## config.mk

```make
export PLATFORM = sky130hd
export DESIGN_NAME = pipe_ctrl
export DESIGN_NICKNAME = d
export VERILOG_FILES = /design/src/rtl/pipe_ctrl_pkg.sv /design/src/rtl/pipe_ctrl_hazard_detect.sv /design/src/rtl/pipe_ctrl.sv
export SDC_FILE = /design/constraint.sdc
export NUM_CORES = 1
export LEC_CHECK = 0
export CAP_MARGIN = 5
export CORE_UTILIZATION = 30
export CTS_CLUSTER_DIAMETER = 200
export CTS_CLUSTER_SIZE = 28
export DETAILED_ROUTE_END_ITERATION = 16
export PLACE_DENSITY = 0.63
export SETUP_SLACK_MARGIN = 0.3
export SYNTH_ARGS = -nofsm -noshare
export SYNTH_HDL_FRONTEND = slang
export SYNTH_SLANG_ARGS = --single-unit
```

## constraint.sdc

```tcl
create_clock -name clk -period 5 [get_ports clk]
set_input_delay 1.25 -clock clk [delete_from_list [all_inputs] [get_ports clk]]
set_output_delay 1.25 -clock clk [all_outputs]
set_load 0.02 [all_outputs]
```

## src/rtl/pipe_ctrl_pkg.sv

```systemverilog
// Shared definitions for the pipeline sequencing controller:
// state encoding, PC increment and default widths.
package pipe_ctrl_pkg;

  localparam int unsigned XLEN_DEF  = 32;
  localparam int unsigned RA_W_DEF  = 5;
  localparam int unsigned CNT_W_DEF = 32;

  // Sequential fetch advances by one 32-bit instruction.
  localparam int unsigned PC_INC = 4;

  // Controller states (plain constants so older blocks can share them).
  localparam int unsigned STATE_W = 2;
  localparam logic [1:0] ST_BOOT = 2'd0;
  localparam logic [1:0] ST_RUN  = 2'd1;
  localparam logic [1:0] ST_WAIT = 2'd2;

  // Pipeline-register control bundle produced each cycle.
  typedef struct packed {
    logic pc_stall;
    logic ifid_stall;
    logic ifid_flush;
    logic idex_flush;
  } ctrl_t;

  localparam ctrl_t CTRL_IDLE = '{pc_stall: 1'b0, ifid_stall: 1'b0,
                                  ifid_flush: 1'b0, idex_flush: 1'b0};

endpackage

```

## src/rtl/pipe_ctrl_hazard_detect.sv

```systemverilog
// Load-use hazard detector: the instruction in ID needs a register that the
// load currently in EX has not produced yet. Register x0 never hazards.
module pipe_ctrl_hazard_detect
  import pipe_ctrl_pkg::*;
#(
  parameter int unsigned RA_W = RA_W_DEF
) (
  input  logic [RA_W-1:0] id_rs1_i,
  input  logic            id_rs1_used_i,
  input  logic [RA_W-1:0] id_rs2_i,
  input  logic            id_rs2_used_i,
  input  logic [RA_W-1:0] ex_rd_i,
  input  logic            ex_is_load_i,
  output logic            lu_o
);

  logic rd_nonzero_s;
  logic rs1_hit_s;
  logic rs2_hit_s;

  // Compare both ID sources against the EX load destination.
  always_comb begin
    rd_nonzero_s = (ex_rd_i != {RA_W{1'b0}});
    rs1_hit_s    = id_rs1_used_i & (id_rs1_i == ex_rd_i);
    rs2_hit_s    = id_rs2_used_i & (id_rs2_i == ex_rd_i);
    lu_o         = ex_is_load_i & rd_nonzero_s & (rs1_hit_s | rs2_hit_s);
  end

endmodule

```

## src/rtl/pipe_ctrl.sv

```systemverilog
// Fetch/pipeline sequencing controller for the 5-stage CPU.
// Chooses the next PC and generates stall/flush for PC, IF/ID and ID/EX.
// Priority: redirect > instruction-memory wait > load-use > sequential.
// A redirect that arrives while fetch is waiting is parked and applied when
// the fetch completes. Stall/flush event counters feed trace/debug.
module pipe_ctrl
  import pipe_ctrl_pkg::*;
#(
  parameter int unsigned XLEN  = XLEN_DEF,
  parameter int unsigned RA_W  = RA_W_DEF,
  parameter int unsigned CNT_W = CNT_W_DEF
) (
  input  logic             clk,
  input  logic             rst,
  input  logic [XLEN-1:0]  pc,
  input  logic             imem_ready,
  input  logic [RA_W-1:0]  id_rs1,
  input  logic             id_rs1_used,
  input  logic [RA_W-1:0]  id_rs2,
  input  logic             id_rs2_used,
  input  logic [RA_W-1:0]  ex_rd,
  input  logic             ex_is_load,
  input  logic             ex_redirect,
  input  logic [XLEN-1:0]  ex_target,
  output logic [XLEN-1:0]  npc,
  output logic             pc_stall,
  output logic             ifid_stall,
  output logic             ifid_flush,
  output logic             idex_flush,
  output logic [CNT_W-1:0] stall_cnt,
  output logic [CNT_W-1:0] flush_cnt
);

  // Instruction addresses are word aligned; low two bits always cleared.
  localparam logic [XLEN-1:0] ALIGN_MASK = {{(XLEN-2){1'b1}}, 2'b00};

  logic [STATE_W-1:0] state_q;
  logic [STATE_W-1:0] state_d;
  logic               pend_vld_q;
  logic               pend_vld_d;
  logic [XLEN-1:0]    pend_tgt_q;
  logic [XLEN-1:0]    pend_tgt_d;
  logic [CNT_W-1:0]   stall_cnt_q;
  logic [CNT_W-1:0]   flush_cnt_q;

  logic               lu_s;
  logic [XLEN-1:0]    seq_pc_s;
  logic [XLEN-1:0]    ex_tgt_s;
  logic [XLEN-1:0]    npc_s;
  logic               apply_s;
  ctrl_t              ctrl_s;

  pipe_ctrl_hazard_detect #(
    .RA_W (RA_W)
  ) u_hazard (
    .id_rs1_i      (id_rs1),
    .id_rs1_used_i (id_rs1_used),
    .id_rs2_i      (id_rs2),
    .id_rs2_used_i (id_rs2_used),
    .ex_rd_i       (ex_rd),
    .ex_is_load_i  (ex_is_load),
    .lu_o          (lu_s)
  );

  // Candidate next-PC values, both forced to word alignment.
  always_comb begin
    seq_pc_s = (pc + XLEN'(PC_INC)) & ALIGN_MASK;
    ex_tgt_s = ex_target & ALIGN_MASK;
  end

  // Next-state and control decode by priority.
  always_comb begin
    state_d    = state_q;
    pend_vld_d = pend_vld_q;
    pend_tgt_d = pend_tgt_q;
    npc_s      = seq_pc_s;
    apply_s    = 1'b0;
    ctrl_s     = CTRL_IDLE;
    case (state_q)
      ST_BOOT: begin
        // First cycle out of reset: squash whatever sits in IF/ID.
        ctrl_s.ifid_flush = 1'b1;
        state_d           = ST_RUN;
      end
      ST_RUN, ST_WAIT: begin
        if (ex_redirect && imem_ready) begin
          // Fresh redirect applied immediately; it supersedes any pending one.
          npc_s             = ex_tgt_s;
          ctrl_s.ifid_flush = 1'b1;
          ctrl_s.idex_flush = 1'b1;
          apply_s           = 1'b1;
          pend_vld_d        = 1'b0;
          state_d           = ST_RUN;
        end else if (ex_redirect) begin
          // Fetch still busy: park the target, kill wrong-path work now.
          pend_vld_d        = 1'b1;
          pend_tgt_d        = ex_tgt_s;
          ctrl_s.pc_stall   = 1'b1;
          ctrl_s.ifid_flush = 1'b1;
          ctrl_s.idex_flush = 1'b1;
          state_d           = ST_WAIT;
        end else if (pend_vld_q && imem_ready) begin
          // Fetch completed; now steer to the parked target.
          npc_s             = pend_tgt_q;
          ctrl_s.ifid_flush = 1'b1;
          ctrl_s.idex_flush = 1'b1;
          apply_s           = 1'b1;
          pend_vld_d        = 1'b0;
          state_d           = ST_RUN;
        end else if (!imem_ready) begin
          // Fetch bubble; a load-use in ID still must not advance into EX.
          ctrl_s.pc_stall   = 1'b1;
          ctrl_s.ifid_flush = 1'b1;
          ctrl_s.idex_flush = lu_s;
          state_d           = ST_WAIT;
        end else if (lu_s) begin
          // Hold IF and ID for one cycle, inject a bubble into EX.
          ctrl_s.pc_stall   = 1'b1;
          ctrl_s.ifid_stall = 1'b1;
          ctrl_s.idex_flush = 1'b1;
          state_d           = ST_RUN;
        end else begin
          state_d = ST_RUN;
        end
      end
      default: begin
        // Unreachable encoding: recover through BOOT.
        ctrl_s.ifid_flush = 1'b1;
        pend_vld_d        = 1'b0;
        state_d           = ST_BOOT;
      end
    endcase
  end

  // Drive outputs; a flush always overrides a stall of the same register.
  always_comb begin
    npc        = npc_s;
    pc_stall   = ctrl_s.pc_stall;
    ifid_flush = ctrl_s.ifid_flush;
    ifid_stall = ctrl_s.ifid_stall & ~ctrl_s.ifid_flush;
    idex_flush = ctrl_s.idex_flush;
    stall_cnt  = stall_cnt_q;
    flush_cnt  = flush_cnt_q;
  end

  // State and pending-redirect registers; reset drops any parked redirect.
  always_ff @(posedge clk or posedge rst) begin
    if (rst) begin
      state_q    <= ST_BOOT;
      pend_vld_q <= 1'b0;
      pend_tgt_q <= {XLEN{1'b0}};
    end else begin
      state_q    <= state_d;
      pend_vld_q <= pend_vld_d;
      pend_tgt_q <= pend_tgt_d;
    end
  end

  // Debug event counters, free-running with wraparound.
  always_ff @(posedge clk or posedge rst) begin
    if (rst) begin
      stall_cnt_q <= {CNT_W{1'b0}};
      flush_cnt_q <= {CNT_W{1'b0}};
    end else begin
      stall_cnt_q <= stall_cnt_q + CNT_W'(ctrl_s.pc_stall);
      flush_cnt_q <= flush_cnt_q + CNT_W'(apply_s);
    end
  end

endmodule
```

Word-level counts from Yosys, hierarchy flattened. Index checks and enable logic that the tools add are counted.

Register bits: 97. Input bits: 86. Output and inout bits: 100. Logic and storage cells: 62.

Add/sub/neg operators: 3. Equal/unequal tests: 5. Multiplexer cells: 33. Bitwise gates (word level): 9. Reductions and logical operators: 7.

Operator list (count): 32-bit two-way mux (4); 32-bit by 1-bit adder with 32-bit output (2); 32-bit by 3-bit adder with 32-bit output (second input constant) (1); 2-bit two-way mux (11); 1-bit two-way mux (16); 5-bit equality test (2); 1-bit bitwise AND (5); 5-bit nonzero test (1); 4-bit inequality test (second input constant) (1); 2-bit one-hot mux with 2 select lines (1); 1-bit inverter (3); 3-bit AND reduction (1); 2-bit by 1-bit equality test with 1-bit output (second input constant) (1); 2-bit equality test (second input constant) (1); 1-bit logical AND (2); 2-bit logical NOT (1); 1-bit one-hot mux with 2 select lines (1); 2-bit AND reduction (1); 2-bit OR reduction (1); 1-bit OR (1).

Logic depth before layout (Yosys ltp).
Depth after elaboration: 12. Depth in mapped cells: 12. Mapped depth without buffers: 10.

Cells and area by module. From an unflattened synthesis, not the netlist that was laid out.

Cell total of the unflattened synthesis: 531. Area total of the unflattened synthesis: 5455.2 µm².

By module, submodules not included: pipe_ctrl (instances 1, cells an instance 514, area each 5321.4 µm², seq. area each 2427.3 µm²); pipe_ctrl_hazard_detect (instances 1, cells an instance 17, area each 133.9 µm², seq. area each 0.0 µm²).

Least setup slack after synthesis. No wires, ideal clock.

Path kind: input to output. Start: input ex_redirect. End: output npc[19]. Arrival: 2632 ps. Data required time: 3750 ps. Slack: 1118 ps. Stages on the path: 5. Buffers on the path: 2. Cell sequence: clkbuf_1 nand2_1 clkbuf_1 o22ai_1 a221oi_1.

Longest elaborated chain between the ends: 3. Elaborated cells on any way between the ends: 4. Those cells by class: 3 x mux; 1 x reduce/logical.

RTL lines: from (decl) (RTL line pipe_ctrl.sv:23) `input logic ex_redirect,`; 32-bit two-way mux or 1-bit logical AND (tied branches) (RTL line pipe_ctrl.sv:94, pipe_ctrl.sv:86); 32-bit two-way mux (*) (RTL line pipe_ctrl.sv:86) `if (ex_redirect && imem_ready) begin`; 32-bit two-way mux (*) (RTL line pipe_ctrl.sv:79) `case (state_q)`; to (decl) (RTL line pipe_ctrl.sv:25) `output logic [XLEN-1:0] npc,`.

Every way passes the cells marked *; elsewhere a longest branch is shown, timed or not.

Worst setup path in the final report.
Start: input pc[4]. End: output npc[16].

Longest elaborated chain between the ends: 5.

RTL lines: from (decl) (RTL line pipe_ctrl.sv:15) `input logic [XLEN-1:0] pc,`; 32-bit by 3-bit adder with 32-bit output (*) (RTL line pipe_ctrl.sv:67) `seq_pc_s = (pc + XLEN'(PC_INC)) & ALIGN_MASK;`; 32-bit two-way mux (RTL line pipe_ctrl.sv:102) `end else if (pend_vld_q && imem_ready) begin`; 32-bit two-way mux (RTL line pipe_ctrl.sv:94) `end else if (ex_redirect) begin`; 32-bit two-way mux (RTL line pipe_ctrl.sv:86); 32-bit two-way mux (*) (RTL line pipe_ctrl.sv:79).

Marks and branches as above.

==> out/results.md <==
Die
* 0.307 — initial core utilization
* 141 um — width of the chip
* 50 — standard-cell rows
* 19,800 um2 — die footprint
* 141 um — die boundary height
* 186 — top-level port count
* 18,800 um2 — Floorplan Core Area

GRT
* 0 — initial antenna violation count
* 0.168 — Global Route Usage Sum
* 57 — pin count of the biggest net entering global routing
* 26,500 um — first-pass GRT wire length
* 0 — total grt overflow
* 5,043 — number of global-route vias before repair

Final layout
* 0 — n_diodes
* 0.443 — share of the core filled with cells in the final layout
* 868 — number of nets in the final layout
* 44.3% — synthesis-to-finish area growth
* 0.133 — layout cells sized above 1

STA
* 0 — final setup violation count
* 0 ps — Final TNS setup
* 478 ps — hold_ws
* 14.3 ps — final worst clock skew
* 0.521 — worst slew slack as a fraction of its limit
* 0 — Final Hold Violating Endpoints
* 719 ps — Worst Max-Slew Pin Slew
* 216 MHz — highest attainable clock frequency
* 4630 ps — minimum clock period
* 0 — final-report max-slew violation count
* no — RSZ-0062 raised after global routing
* 366 ps — worst path setup slack after routing
* 0.927 — Final Cycle Share

Setup path
* clkdlybuf4s50_1 > and4_1 > nand4_1 > buf_4 > or3_1 > a32oi_1 > dlygate4sd2_1 — Critical Path, Cell by Cell
* 11 — Reg2Reg Depth
* 3750 ps — Worst EP required
* clkdlybuf4s50_1 — critical path's slowest cell
* 9 — critical path fanouts, max
* in2out — Setup Crit Path Kind
* 3380 ps — arrival time reported for the critical path endpoint
* 480 ps — delay of the slowest cell on the worst path
* output port — element type at the critical path end
* input pin — startpoint class of the critical path

Yosys
* 1.00 — share of async-settable or async-resettable flops after synthesis
* dfrtp_1 (42%), xnor2_1 (7.0%), mux2_2 (5.6%) — Area contributors post-synth
* 0 — EDFF count, synth
* dfrtp_1 — prevailing post-synth register cell
* 0.420 — sequential element share of the synthesized area
* dfrtp_1 — area leader, netlist
* 579 — Gate Count Post-Synth
* dfrtp_1 (97), xnor2_1 (46), nand3_1 (42), nand2_1 (41), xor2_1 (34) — top cells by instance count after synthesis
* 0 — Synth warnings
* 9.99 um2 — syn_area_per_cell
* 5790 um2 — cell area after synthesis
* 97 — Yosys reg bits
* 0.420 — proportion of netlist area held by the largest area contributor
* dfrtp_1 — cell with the most instances after synthesis
* 60 — Distinct cells, synth

Place
* 0.852 — gpl congestion
* 179 — quantity of I/O buffers inserted on ports
* 12,300 um — DP Wirelength
* 74.9 ps — pre-CTS setup slack

Worst hold path
* reg2reg — worst min-delay path category
* 1 — worst hold path stage count

Pwr
* 2.96 mW — post-layout total power
* 3.46 nW — static leakage
* 0.000175 V — VDD IR max
* 354 nW/um2 — Power Dens Cells

Clock tree
* 97 — CTS sink cnt
* 350 ps — source-to-sink clock delay at the later pin of the worst-skew pair
* built — CTS tree
* 80 ps — clock edge transition at the registers on the reported setup and hold paths
* 2 — number of buffers on the longest clock path
* clkbuf_16 — buffer type at the clock tree root
* 3 — H-tree lvl count
* 9 — CTS Buf Count

Route
* 15.7 um — wire length per cell
* 5,297 — number of vias in the routed layout
* 0 — number of remaining DRC errors
* 0 — antenna violation net count after detailed routing
* 5.09 — Via-to-Cell Ratio
* 4 — Pre-antenna DRT Iters
* 268 — number of violations reported at the end of detailed-routing iteration 0
* 16,300 um — total wire length

Job
* 0 — max-cap violation count

Run status
* finished, final reports clean — result of the run

-- layout make-up --
type,instances,area (um2)
fillers,1816,10500
clock inverters,6,56.3
inverters,16,62.6
repair buffers,215,2080
flip-flops and latches,97,2430
well taps,260,325
multi-input cells,436,3170
clock buffers,10,229
-- layer usage --
layer,vias up,global-route usage,share of wire
met5,-,0,0
met3,17,0.0343,0.053
met2,149,0.264,0.47
li1,2568,-,-
met4,0,0.0709,0.019
met1,2563,0.224,0.46
-- logic make-up (layout without fill, tap and decap cells) --
family	after synthesis	in the layout	share of synthesized area
AND/OR/NAND/NOR	221	221	0.236
flip-flops	97	97	0.420
AO/OA/AOI/OAI	97	97	0.117
adder cells (fa/ha/maj)	7	7	0.0151
multiplexers	29	29	0.0564
buffers and inverters	47	247	0.0340
other	1	2	0.000648
XOR/XNOR	80	80	0.121
-- path summary, 6_finish.rpt --
path | start | to | slack, ps
setup reg to reg | state_q[0] | flush_cnt[24] | 2080
setup / recovery | pc[4] | npc[16] | 370
min in group asynchronous | rst | stall_cnt[30] | 1370
max in group asynchronous | rst | pend_tgt_q[23] | 2830
hold reg to reg | flush_cnt[31] | flush_cnt[31] | 480
hold / removal | flush_cnt[31] | flush_cnt[31] | 480
-- per-stage QoR --
step | cell area, um2 | instances
global placement | 8050 | 1022
global route | 8350 | 1040
detailed placement | 8050 | 1022
CTS | 8320 | 1038
floorplan | 5790 | 580
finish | 8350 | 1040
-- where the power goes --
part           leakage (nW)  switching [mW]  internal, mW
combinational          2.07           0.639         0.542
clock                 0.138           0.335         0.350
sequential             1.25           0.128         0.964
-- critical path, delay by kind of cell --
family          cells  cell delay [ps]
buf+inv             3             1080
compound gates      1              200
simple gates        3              850
-- repair_timing --
| item | in CTS | in global routing |
|---|---|---|
| buffers inserted | 0 | 2 |
| pin swaps | 0 | 1 |
| hold buffers | 0 | 0 |
| resized for setup | 22 | 7 |
| setup endpoints to repair | 26 | 13 |
-- layout by cell type, fill, tap and decap left out, types with 3 or more instances in the layout --
| master | n |
|---|---|
| nand3b_1 | 3 |
| xnor2_1 | 46 |
| and3_1 | 15 |
| a21oi_1 | 11 |
| o22ai_1 | 26 |
| dlymetal6s2s_1 | 6 |
| inv_1 | 14 |
| nand4_1 | 25 |
| buf_4 | 34 |
| and2_1 | 13 |
| dlygate4sd2_1 | 19 |
| nor3_1 | 4 |
| nor4_2 | 11 |
| and4_1 | 10 |
| or4_1 | 4 |
| nand3_1 | 42 |
| a311oi_1 | 4 |
| mux2_2 | 29 |
| or3_1 | 4 |
| clkdlybuf4s50_1 | 153 |
| a221oi_1 | 6 |
| xor2_1 | 34 |
| nor4_1 | 9 |
| a32oi_1 | 7 |
| dfrtp_1 | 97 |
| a22oi_1 | 10 |
| o31ai_1 | 3 |
| o211ai_1 | 4 |
| clkbuf_16 | 9 |
| ha_1 | 7 |
| o21ai_0 | 11 |
| and3b_1 | 3 |
| nor2_1 | 18 |
| nand2_1 | 41 |
| nor3b_1 | 3 |
-- sequential cells by signal (all words and copies together) (netlist names) --
| register | flops |
|---|---|
| state_q | 2 |
| pend_tgt_q | 30 |
| pend_vld_q | 1 |
| flush_cnt | 32 |
| stall_cnt | 32 |
Note: power is estimated with default switching activity, not from simulation.
